## config.mk

```make
export PLATFORM = sky130hd
export DESIGN_NAME = alu_mc_flat
export DESIGN_NICKNAME = d
export VERILOG_FILES = /design/src/rtl/alu_mc_pkg.sv /design/src/rtl/alu_mc_if.sv /design/src/rtl/alu_mc_mul_iter.sv /design/src/rtl/alu_mc.sv /design/src/flat_wrapper.sv
export SDC_FILE = /design/constraint.sdc
export NUM_CORES = 1
export LEC_CHECK = 0
export CORE_ASPECT_RATIO = 0.5
export CORE_MARGIN = 5
export CORE_UTILIZATION = 60
export CTS_CLUSTER_DIAMETER = 150
export CTS_CLUSTER_SIZE = 10
export DETAILED_ROUTE_END_ITERATION = 8
export PLACE_DENSITY = 0.81
export SYNTH_ARGS = -nofsm -noshare
export SYNTH_HDL_FRONTEND = slang
export SYNTH_SLANG_ARGS = --single-unit
```

## constraint.sdc

```tcl
create_clock -name clk -period 6.41 [get_ports clk]
set_input_delay 1.6025 -clock clk [delete_from_list [all_inputs] [get_ports clk]]
set_output_delay 1.6025 -clock clk [all_outputs]
set_load 0.02 [all_outputs]
```

## src/rtl/alu_mc_pkg.sv

```systemverilog
// Shared types for the multi-cycle execute-stage ALU: op codes, NZCV flag indices, FSM states.
// Pure declarations; no latency or backpressure of its own.
package alu_pkg;

   typedef enum logic [2:0] {
      OP_ADD  = 3'b000,
      OP_SUB  = 3'b001,
      OP_AND  = 3'b010,
      OP_ORR  = 3'b011,
      OP_EOR  = 3'b100,
      OP_MVN  = 3'b101,
      OP_MUL  = 3'b110,
      OP_RSVD = 3'b111
   } alu_op_e;

   localparam int FLAG_N = 3;
   localparam int FLAG_Z = 2;
   localparam int FLAG_C = 1;
   localparam int FLAG_V = 0;

   typedef enum logic {
      IDLE = 1'b0,
      MUL  = 1'b1
   } state_e;

   // Only ADD and SUB produce meaningful carry and overflow.
   function automatic logic is_arith(alu_op_e op);
      return (op == OP_ADD) || (op == OP_SUB);
   endfunction

endpackage

```

## src/rtl/alu_mc_if.sv

```systemverilog
// Request/result bundle between the execute-stage sequencer (master) and alu_mc (slave).
// Valid/ready on the request side only; results are a one-cycle out_valid pulse with no backpressure.
interface alu_mc_if #(
   parameter int WIDTH = 32
);
   import alu_pkg::*;

   logic             in_valid;
   logic             in_ready;
   alu_op_e          op;
   logic [WIDTH-1:0] a;
   logic [WIDTH-1:0] b;
   logic             set_flags;
   logic             out_valid;
   logic [WIDTH-1:0] out_result;
   logic [3:0]       flags;
   logic             busy;

   modport master (
      output in_valid, op, a, b, set_flags,
      input  in_ready, out_valid, out_result, flags, busy
   );

   modport slave (
      input  in_valid, op, a, b, set_flags,
      output in_ready, out_valid, out_result, flags, busy
   );

endinterface

```

## src/rtl/alu_mc_mul_iter.sv

```systemverilog
// Iterative unsigned shift-add multiplier, one bit of b per cycle LSB first; low WIDTH product bits.
// Latency: iteration 0 runs on the start edge, done is raised WIDTH-1 cycles later; start is never refused.
module mul_iter #(
   parameter int WIDTH = 32
) (
   input  logic             clk,
   input  logic             rst_n,
   input  logic             start,
   input  logic [WIDTH-1:0] a,
   input  logic [WIDTH-1:0] b,
   output logic             done,
   output logic [WIDTH-1:0] product
);

   localparam int CW = $clog2(WIDTH);

   logic [CW-1:0]    cnt;
   logic             run;
   logic [WIDTH-1:0] mcand;
   logic [WIDTH-1:0] mplier;
   logic [WIDTH-1:0] acc;
   logic [WIDTH-1:0] partial;

   assign partial = mplier[0] ? mcand : '0;
   // The final iteration is folded combinationally into product so the caller can register it directly.
   assign done    = run && (cnt == CW'(WIDTH - 1));
   assign product = acc + partial;

   always_ff @(posedge clk or negedge rst_n) begin
      if (!rst_n) begin
         cnt    <= '0;
         run    <= 1'b0;
         mcand  <= '0;
         mplier <= '0;
         acc    <= '0;
      end else if (start) begin
         acc    <= b[0] ? a : '0;
         mcand  <= a << 1;
         mplier <= b >> 1;
         cnt    <= CW'(1);
         run    <= 1'b1;
      end else if (run) begin
         acc    <= acc + partial;
         mcand  <= mcand << 1;
         mplier <= mplier >> 1;
         if (done) begin
            run <= 1'b0;
            cnt <= '0;
         end else begin
            cnt <= cnt + CW'(1);
         end
      end
   end

endmodule

```

## src/rtl/alu_mc.sv

```systemverilog
// Execute-stage ALU with ARM-style NZCV flags register; single-cycle ops plus iterative MUL.
// Latency 1 cycle (MUL: WIDTH cycles); in_ready drops while MUL iterates, results never backpressured.
module alu_mc
   import alu_pkg::*;
#(
   parameter int WIDTH = 32
) (
   input  logic    clk,
   input  logic    rst_n,
   alu_mc_if.slave bus
);

   localparam int MSB = WIDTH - 1;

   state_e           state;
   logic             accept;
   logic             mul_start;
   logic             mul_done;
   logic             mul_sf;
   logic [WIDTH-1:0] mul_product;
   logic [WIDTH-1:0] sum_b;
   logic             cin;
   logic [WIDTH:0]   sum;
   logic [WIDTH-1:0] res;
   logic             add_c;
   logic             add_v;

   assign bus.in_ready = (state == IDLE);
   assign bus.busy     = (state == MUL);
   assign accept       = bus.in_valid && bus.in_ready;
   assign mul_start    = accept && (bus.op == OP_MUL);

   mul_iter #(.WIDTH(WIDTH)) u_mul (
      .clk     (clk),
      .rst_n   (rst_n),
      .start   (mul_start),
      .a       (bus.a),
      .b       (bus.b),
      .done    (mul_done),
      .product (mul_product)
   );

   // SUB reuses the adder as a + ~b + 1, so carry out is the ARM no-borrow flag.
   always_comb begin
      sum_b = bus.b;
      cin   = 1'b0;
      if (bus.op == OP_SUB) begin
         sum_b = ~bus.b;
         cin   = 1'b1;
      end
      sum   = {1'b0, bus.a} + {1'b0, sum_b} + {{WIDTH{1'b0}}, cin};
      add_c = sum[WIDTH];
      add_v = (bus.a[MSB] == sum_b[MSB]) && (sum[MSB] != bus.a[MSB]);
      res   = '0;
      case (bus.op)
         OP_ADD, OP_SUB: res = sum[MSB:0];
         OP_AND:         res = bus.a & bus.b;
         OP_ORR:         res = bus.a | bus.b;
         OP_EOR:         res = bus.a ^ bus.b;
         OP_MVN:         res = ~bus.a;
         default:        res = '0;
      endcase
   end

   always_ff @(posedge clk or negedge rst_n) begin
      if (!rst_n) begin
         state          <= IDLE;
         mul_sf         <= 1'b0;
         bus.out_valid  <= 1'b0;
         bus.out_result <= '0;
         bus.flags      <= '0;
      end else begin
         bus.out_valid <= 1'b0;
         case (state)
            IDLE: begin
               if (accept) begin
                  if (bus.op == OP_MUL) begin
                     state  <= MUL;
                     mul_sf <= bus.set_flags;
                  end else begin
                     bus.out_valid  <= 1'b1;
                     bus.out_result <= res;
                     if (bus.set_flags && (bus.op != OP_RSVD)) begin
                        bus.flags[FLAG_N] <= res[MSB];
                        bus.flags[FLAG_Z] <= (res == '0);
                        if (is_arith(bus.op)) begin
                           bus.flags[FLAG_C] <= add_c;
                           bus.flags[FLAG_V] <= add_v;
                        end
                     end
                  end
               end
            end
            MUL: begin
               if (mul_done) begin
                  state          <= IDLE;
                  bus.out_valid  <= 1'b1;
                  bus.out_result <= mul_product;
                  if (mul_sf) begin
                     bus.flags[FLAG_N] <= mul_product[MSB];
                     bus.flags[FLAG_Z] <= (mul_product == '0);
                  end
               end
            end
            default: state <= IDLE;
         endcase
      end
   end

endmodule
```

## src/flat_wrapper.sv

```systemverilog
// flat-port wrapper written by rule: the top's interface ports become plain ports
module alu_mc_flat import alu_pkg::*;
#(
   parameter int WIDTH = 32
)
  (clk, rst_n, bus_in_valid, bus_op, bus_a, bus_b, bus_set_flags, bus_in_ready, bus_out_valid, bus_out_result, bus_flags, bus_busy);
  alu_mc_if #(.WIDTH(WIDTH)) bus_i ();
  input  logic clk;
  input  logic rst_n;
  input wire logic [$bits(bus_i.in_valid)-1:0] bus_in_valid;
  input wire logic [$bits(bus_i.op)-1:0] bus_op;
  input wire logic [$bits(bus_i.a)-1:0] bus_a;
  input wire logic [$bits(bus_i.b)-1:0] bus_b;
  input wire logic [$bits(bus_i.set_flags)-1:0] bus_set_flags;
  output wire logic [$bits(bus_i.in_ready)-1:0] bus_in_ready;
  output wire logic [$bits(bus_i.out_valid)-1:0] bus_out_valid;
  output wire logic [$bits(bus_i.out_result)-1:0] bus_out_result;
  output wire logic [$bits(bus_i.flags)-1:0] bus_flags;
  output wire logic [$bits(bus_i.busy)-1:0] bus_busy;
  assign bus_i.in_valid = bus_in_valid;
  assign bus_i.op = bus_op;
  assign bus_i.a = bus_a;
  assign bus_i.b = bus_b;
  assign bus_i.set_flags = bus_set_flags;
  assign bus_in_ready = bus_i.in_ready;
  assign bus_out_valid = bus_i.out_valid;
  assign bus_out_result = bus_i.out_result;
  assign bus_flags = bus_i.flags;
  assign bus_busy = bus_i.busy;
  alu_mc #(.WIDTH(WIDTH)) u_core (.clk(clk), .rst_n(rst_n), .bus(bus_i));
endmodule
```

== Word-level counts from Yosys, hierarchy flattened ==
Index checks and enable logic that the tools add are counted.
Widths: inputs -> output; s select.
Storage, ports and cells
  memories: 0
  bits in registers: 141
  memory bits (read-only): 0
  RAM bits: 0
  output and inout bits: 39
  bits in latches: 0
  input bits: 71
Operators by class
  mux-type cells: 35
  divide/modulo/power cells: 0
  equal/unequal tests: 15
  magnitude comparators: 0
  add/subtract/negate cells: 4
  shift-type cells: 0
  bitwise gates (word level): 7
  reduce and logical (&&, ||, !) cells: 15
  multipliers: 0
Operators with widths (count)
  $mux 32: 12
  $pmux 32 s5: 1
  $logic_not 32->1: 2
  $not 32->32: 2
  $pmux 32 s2: 1
  $add 32x32->33: 1
  $add 33x1->33: 1
  $add 32x32->32: 1
  $and 32x32->32: 1
  $or 32x32->32: 1
  $xor 32x32->32: 1
  $mux 5: 3
  $mux 4: 3
  $ne 2x2->1 const B: 5
  $reduce_and 5->1: 2
  $eq 3x3->1 const B: 3
  $mux 1: 9
  $eq 3x2->1 const B: 2
  $mux 2: 3
  $reduce_and 3->1: 2
  $add 5x1->5 const B: 1
  $eq 5x5->1 const B: 1
  $logic_and 1x1->1: 5
  $pmux 1 s2: 2
  other kinds (10): 11

== Longest topological paths before layout ==
  depth in word-level cells: 11
  depth in mapped cells: 21
  depth with buffers taken out: 16

== By module ==
Synthesis repeated with hierarchy kept, for this count alone.
Unflattened totals
  cells, all modules: 1548
  area, all modules: 12700.9 um^2
By module, submodules not included
  mul_iter: instances 1, area an instance 6448.7 um^2, cells each 706, seq. area each 2502.4 um^2
  alu_mc: instances 1, area an instance 6252.2 um^2, cells each 842, seq. area each 975.9 um^2

== Worst setup path after synthesis ==
Ideal clock, no wire load.
  path type: input to register
  from: in bus_op[0]
  to: reg u_core.bus.flags[2]
  stages on the path: 20
  setup slack: 0.392 ns
  data required time: 6.315 ns
  arrival time: 5.923 ns
  buffers on the path: 5
  library setup time: 0.095 ns
  path through: clkbuf_1 inv_1 clkbuf_1 clkbuf_1 clkbuf_1 nor2_1 buf_1 xnor2_1 ha_1 nor2_1 a211oi_1 o21ai_1 a21oi_1 nor4_1 o31ai_1 xnor2_1 o221ai_1 nor3_1 nand4_1 o31ai_1
Between the ends
  cells in the longest elaborated chain, start to end: 10
  elaborated cells between the ends (all ways): 23
  classes of those cells: 2 x add/sub; 9 x eq/ne; 7 x mux; 5 x reduce/logical
RTL lines
  from (decl): RTL line flat_wrapper.sv:11  | input wire logic [$bits(bus_i.op)-1:0] bus_op;
  $eq 3x1->1: RTL line alu_mc.sv:47, alu_mc.sv:55
  $mux 32: RTL line alu_mc.sv:47  | if (bus.op == OP_SUB) begin
  $add 32x32->33: RTL line alu_mc.sv:51  | sum = {1'b0, bus.a} + {1'b0, sum_b} + {{WIDTH{1'b0}}, cin};
  $add 33x1->33: RTL line alu_mc.sv:51
  $pmux 32 s5: RTL line alu_mc.sv:55  | case (bus.op)
  $logic_not 32->1: RTL line alu_mc.sv:85  | bus.flags[FLAG_Z] <= (res == '0);
  $mux 4: RTL line alu_mc.sv:83  | if (bus.set_flags && (bus.op != OP_RSVD)) begin
  $mux 4: RTL line alu_mc.sv:77  | if (bus.op == OP_MUL) begin
  $mux 4: RTL line alu_mc.sv:76  | if (accept) begin
  $pmux 2 s2: RTL line alu_mc.sv:74  | case (state)
  to (signal, indexed assignment): RTL line alu_mc.sv:84  | bus.flags[FLAG_N] <= res[MSB];
  to (signal, indexed assignment): RTL line alu_mc.sv:85
  to (signal, indexed assignment): RTL line alu_mc.sv:88  | bus.flags[FLAG_V] <= add_v;
  to (decl): RTL line alu_mc_if.sv:26  | output in_ready, out_valid, out_result, flags, busy
Parallel ways exist; a longest one is shown, timed or not. The select of a mux whose other input is x is not followed.
A chain may end at the register's enable or synchronous reset.

== Worst setup path after layout ==
  from: in bus_op[1]
  to: reg u_core.bus.flags[2]
The elaborated chain is that of the path after synthesis.

==> flow_metrics.tcl <==
set metrics [dict create \
    ant_nets 0 \
    status "finished clean" \
    antenna_found_initial 0 \
    ys_ff_latch 139 \
    p_per_area_nw_per_um2 415 \
    synth_edf_count 0 \
    p_leak_nw 6.61 \
    power.net_switching_mw 2.84 \
    clock_latency_ns 0.46 \
    p_int_mw 3.18 \
    rrSetupSlack_ns 1.46 \
    drc 0 \
    grt.total_usage_pct 34.5 \
    post-cts-setup-buffers 0 \
    use_met2_pct 50.4 \
    die_width_um 215 \
    yosysWarnings 0 \
    grt_overflow 0 \
    dieArea_um2 24100 \
    yosys.area.top_type "dfrtp_1" \
    rows 37 \
    viasPerCell 6.41 \
    endpoint "u_core.bus.flags[2]$_DFFE_PN0P_" \
    place_ws_ns 0.152 \
    swShare_pct 47.2 \
    place_hpwl_um 31600 \
    gp_congestion 1.00 \
    htreeDepth 4 \
    worstSetupPathType "input port to flip-flop" \
    pwr-share-clk_pct 15.8 \
    min_period_ns 5.92 \
    synth-seq-area-share_pct 27.7 \
    hold_viol_final 0 \
    final_common_cell "o21ai_0" \
    grtUsageMet3_pct 10.3 \
    slew_headroom_pct 19.4 \
    coreArea_um2 20600 \
    p_comb_share_pct 57.4 \
    cts_buffers 17 \
    arrival_ns 6.27 \
    drt_iter0_drc 1448 \
    grt_pass1_wl_um 65600 \
    num_vias 12188 \
    hold_class "flip-flop to flip-flop" \
    top_usage_layer "met2" \
    r2r_start "u_core.u_mul.mplier[0]$_DFFE_PN0N_" \
    period_share_pct 92.3 \
    cp.required_ns 6.77 \
    clock.fmax_mhz 169 \
    firstDrtPassIters 6 \
    path_max_fanout 20 \
    wirelength_um 41900 \
    syn_area_um2 12600 \
    yosysTopAreaCellShare_pct 27.7 \
    boundaryPins 110 \
    end_kind "flip-flop" \
    async_flop_share_pct 100 \
    area_growth_pct 15.4 \
    hold_buffers 0 \
    drv_slew 0 \
    tritoncts "done" \
    seq_power_share_pct 26.9 \
    synth_area_leaders "dfrtp_1 (28%), ha_1 (13%), mux2i_1 (8.3%)" \
    fin_nets 1818 \
    cts_repair_resize_count 0 \
    startpoint "bus_op[1]" \
    cap_violations 0 \
    portBuffers 109 \
    hold_ws_ns 0.486 \
    fin_ws_ns 0.492 \
    r2r_end "u_core.bus.flags[2]$_DFFE_PN0P_" \
    setup_tns_ns 0 \
    n_antenna_cell 0 \
    cts_root_buf "clkbuf_16" \
    setup_viol 0 \
    ctsLongestPathBuffers 2 \
    synthFlopType "dfrtp_1" \
    critPathLaunchType "input port" \
    syn-mean-instance-area_um2 8.14 \
    die_y_um 112 \
    wire_per_inst_um 22.0 \
    layout_common_cells "o21ai_0 (164), nand2_1 (151), dfrtp_1 (138)" \
    clock_sinks 139 \
    peakVddDrop_mv 0.240 \
    synth.net_count 1747 \
    grt_pass1_vias 11738 \
    synth.distinct_cells 76 \
    drive_gt1_share_pct 6.33 \
    rsz0062_at_grt "no" \
    r2r_cells 15 \
    post-route-util_pct 70.5 \
    cts.clk_slew.worst_paths_ns 0.06 \
    synth_cells 1544 \
    start_util_pct 61.1 \
    tightest_slew_ns 1.21 \
    skew_ns 0.0116 \
    grt_max_degree 100 \
    use_met1_pct 50.2 \
]
==> per-layer routing <==
metal  wire [um]  up-vias  part of all wire, %
met5           0        -                    0
met3        4410       83                   11
li1            -     5676                    -
met1       18900     5857                   45
met2       17700      572                   42
met4         885        0                  2.1
==> final cells by class <==
class,instances,area [um2]
clock buffer,18,429
tap,273,342
clock inverter,14,113
sequential,139,3480
inverter,93,349
multi-input combinational,1217,8390
fill,1622,6060
timing repair buffer,147,1390
==> cells in the mapped netlist, drive strengths merged (4+ instances only) <==
| cell | instances |
|---|---|
| and2 | 33 |
| mux2 | 11 |
| xnor2 | 55 |
| a21oi | 119 |
| a221oi | 13 |
| a211oi | 9 |
| nor3 | 16 |
| a31o | 4 |
| o21bai | 9 |
| nor2b | 8 |
| a31oi | 9 |
| or2 | 4 |
| ha | 130 |
| a221o | 6 |
| nor2 | 103 |
| nand4 | 20 |
| mux2i | 104 |
| xor2 | 18 |
| a21o | 20 |
| a211o | 6 |
| o21ai | 168 |
| inv | 93 |
| o31ai | 6 |
| nor4 | 7 |
| o211ai | 10 |
| o221ai | 6 |
| or3 | 4 |
| clkbuf | 81 |
| or4 | 4 |
| buf | 14 |
| nand2b | 17 |
| and3 | 11 |
| o31a | 4 |
| and4 | 6 |
| a21boi | 4 |
| o21a | 8 |
| o22ai | 23 |
| nand3 | 45 |
| nand2 | 151 |
| dfrtp | 139 |
==> cell families (layout without fill, tap and decap cells) <==
family          after synthesis  after routing  share of synthesized area, %
compound gates              458            458                          22.4
xor+xnor                     73             73                          5.09
fa+ha+maj                   132            132                          13.3
buf+inv                     188            272                          5.68
flops                       139            139                          27.7
mux                         115            115                          9.27
simple gates                439            439                          16.6
==> power by group through the flow <==
stage	combinational (mW)	clock, mW	sequential (mW)
after floorplan	2.20	0	1.61
after global placement	3.24	0	1.60
after detailed placement	3.33	0	1.62
after CTS	3.36	0.955	1.60
after global routing	3.73	1.01	1.66
final	3.45	0.951	1.62
==> flip-flops by register name, indices dropped and copies added (netlist names) <==
register               count
u_core.bus.busy            1
u_core.bus.flags           4
u_core.bus.out_result     32
u_core.bus.out_valid       1
u_core.mul_sf              1
u_core.u_mul.acc          32
u_core.u_mul.cnt           5
u_core.u_mul.mcand        31
u_core.u_mul.mplier       31
u_core.u_mul.run           1
==> critical path, cell delays in order <==
cell	delay, ns
clkdlybuf4s50_1	0.56
or2_2	0.38
nor2_4	0.10
buf_4	0.34
xnor2_1	0.11
ha_1	0.36
nor2_1	0.08
a211oi_1	0.62
o21ai_1	0.27
a211o_1	0.37
a32oi_1	0.35
a31oi_1	0.21
xnor2_1	0.19
o21ai_0	0.11
a21oi_1	0.27
nand3_1	0.11
o31ai_1	0.23
==> how the worst min path moves through the flow <==
stage	from	end	cells past startpoint	slack, ns
after floorplan	u_core.mul_sf$_DFFE_PN0P_	u_core.mul_sf$_DFFE_PN0P_	2	0.45
after global routing	u_core.bus.out_result[15]$_DFFE_PN0P_	u_core.bus.out_result[15]$_DFFE_PN0P_	2	0.55
after global placement	u_core.mul_sf$_DFFE_PN0P_	u_core.mul_sf$_DFFE_PN0P_	2	0.46
final	u_core.mul_sf$_DFFE_PN0P_	u_core.mul_sf$_DFFE_PN0P_	2	0.49
after detailed placement	u_core.mul_sf$_DFFE_PN0P_	u_core.mul_sf$_DFFE_PN0P_	2	0.47
after CTS	u_core.mul_sf$_DFFE_PN0P_	u_core.mul_sf$_DFFE_PN0P_	2	0.49
==> metrics by stage <==
step,power [mW],area [um2],std cells
floorplan,3.82,12600,1544
global placement,4.84,13900,1868
detailed placement,4.95,14000,1869
CTS,5.92,14500,1901
global route,6.39,14500,1901
finish,6.02,14500,1901
(Power assumes the default switching activity.)
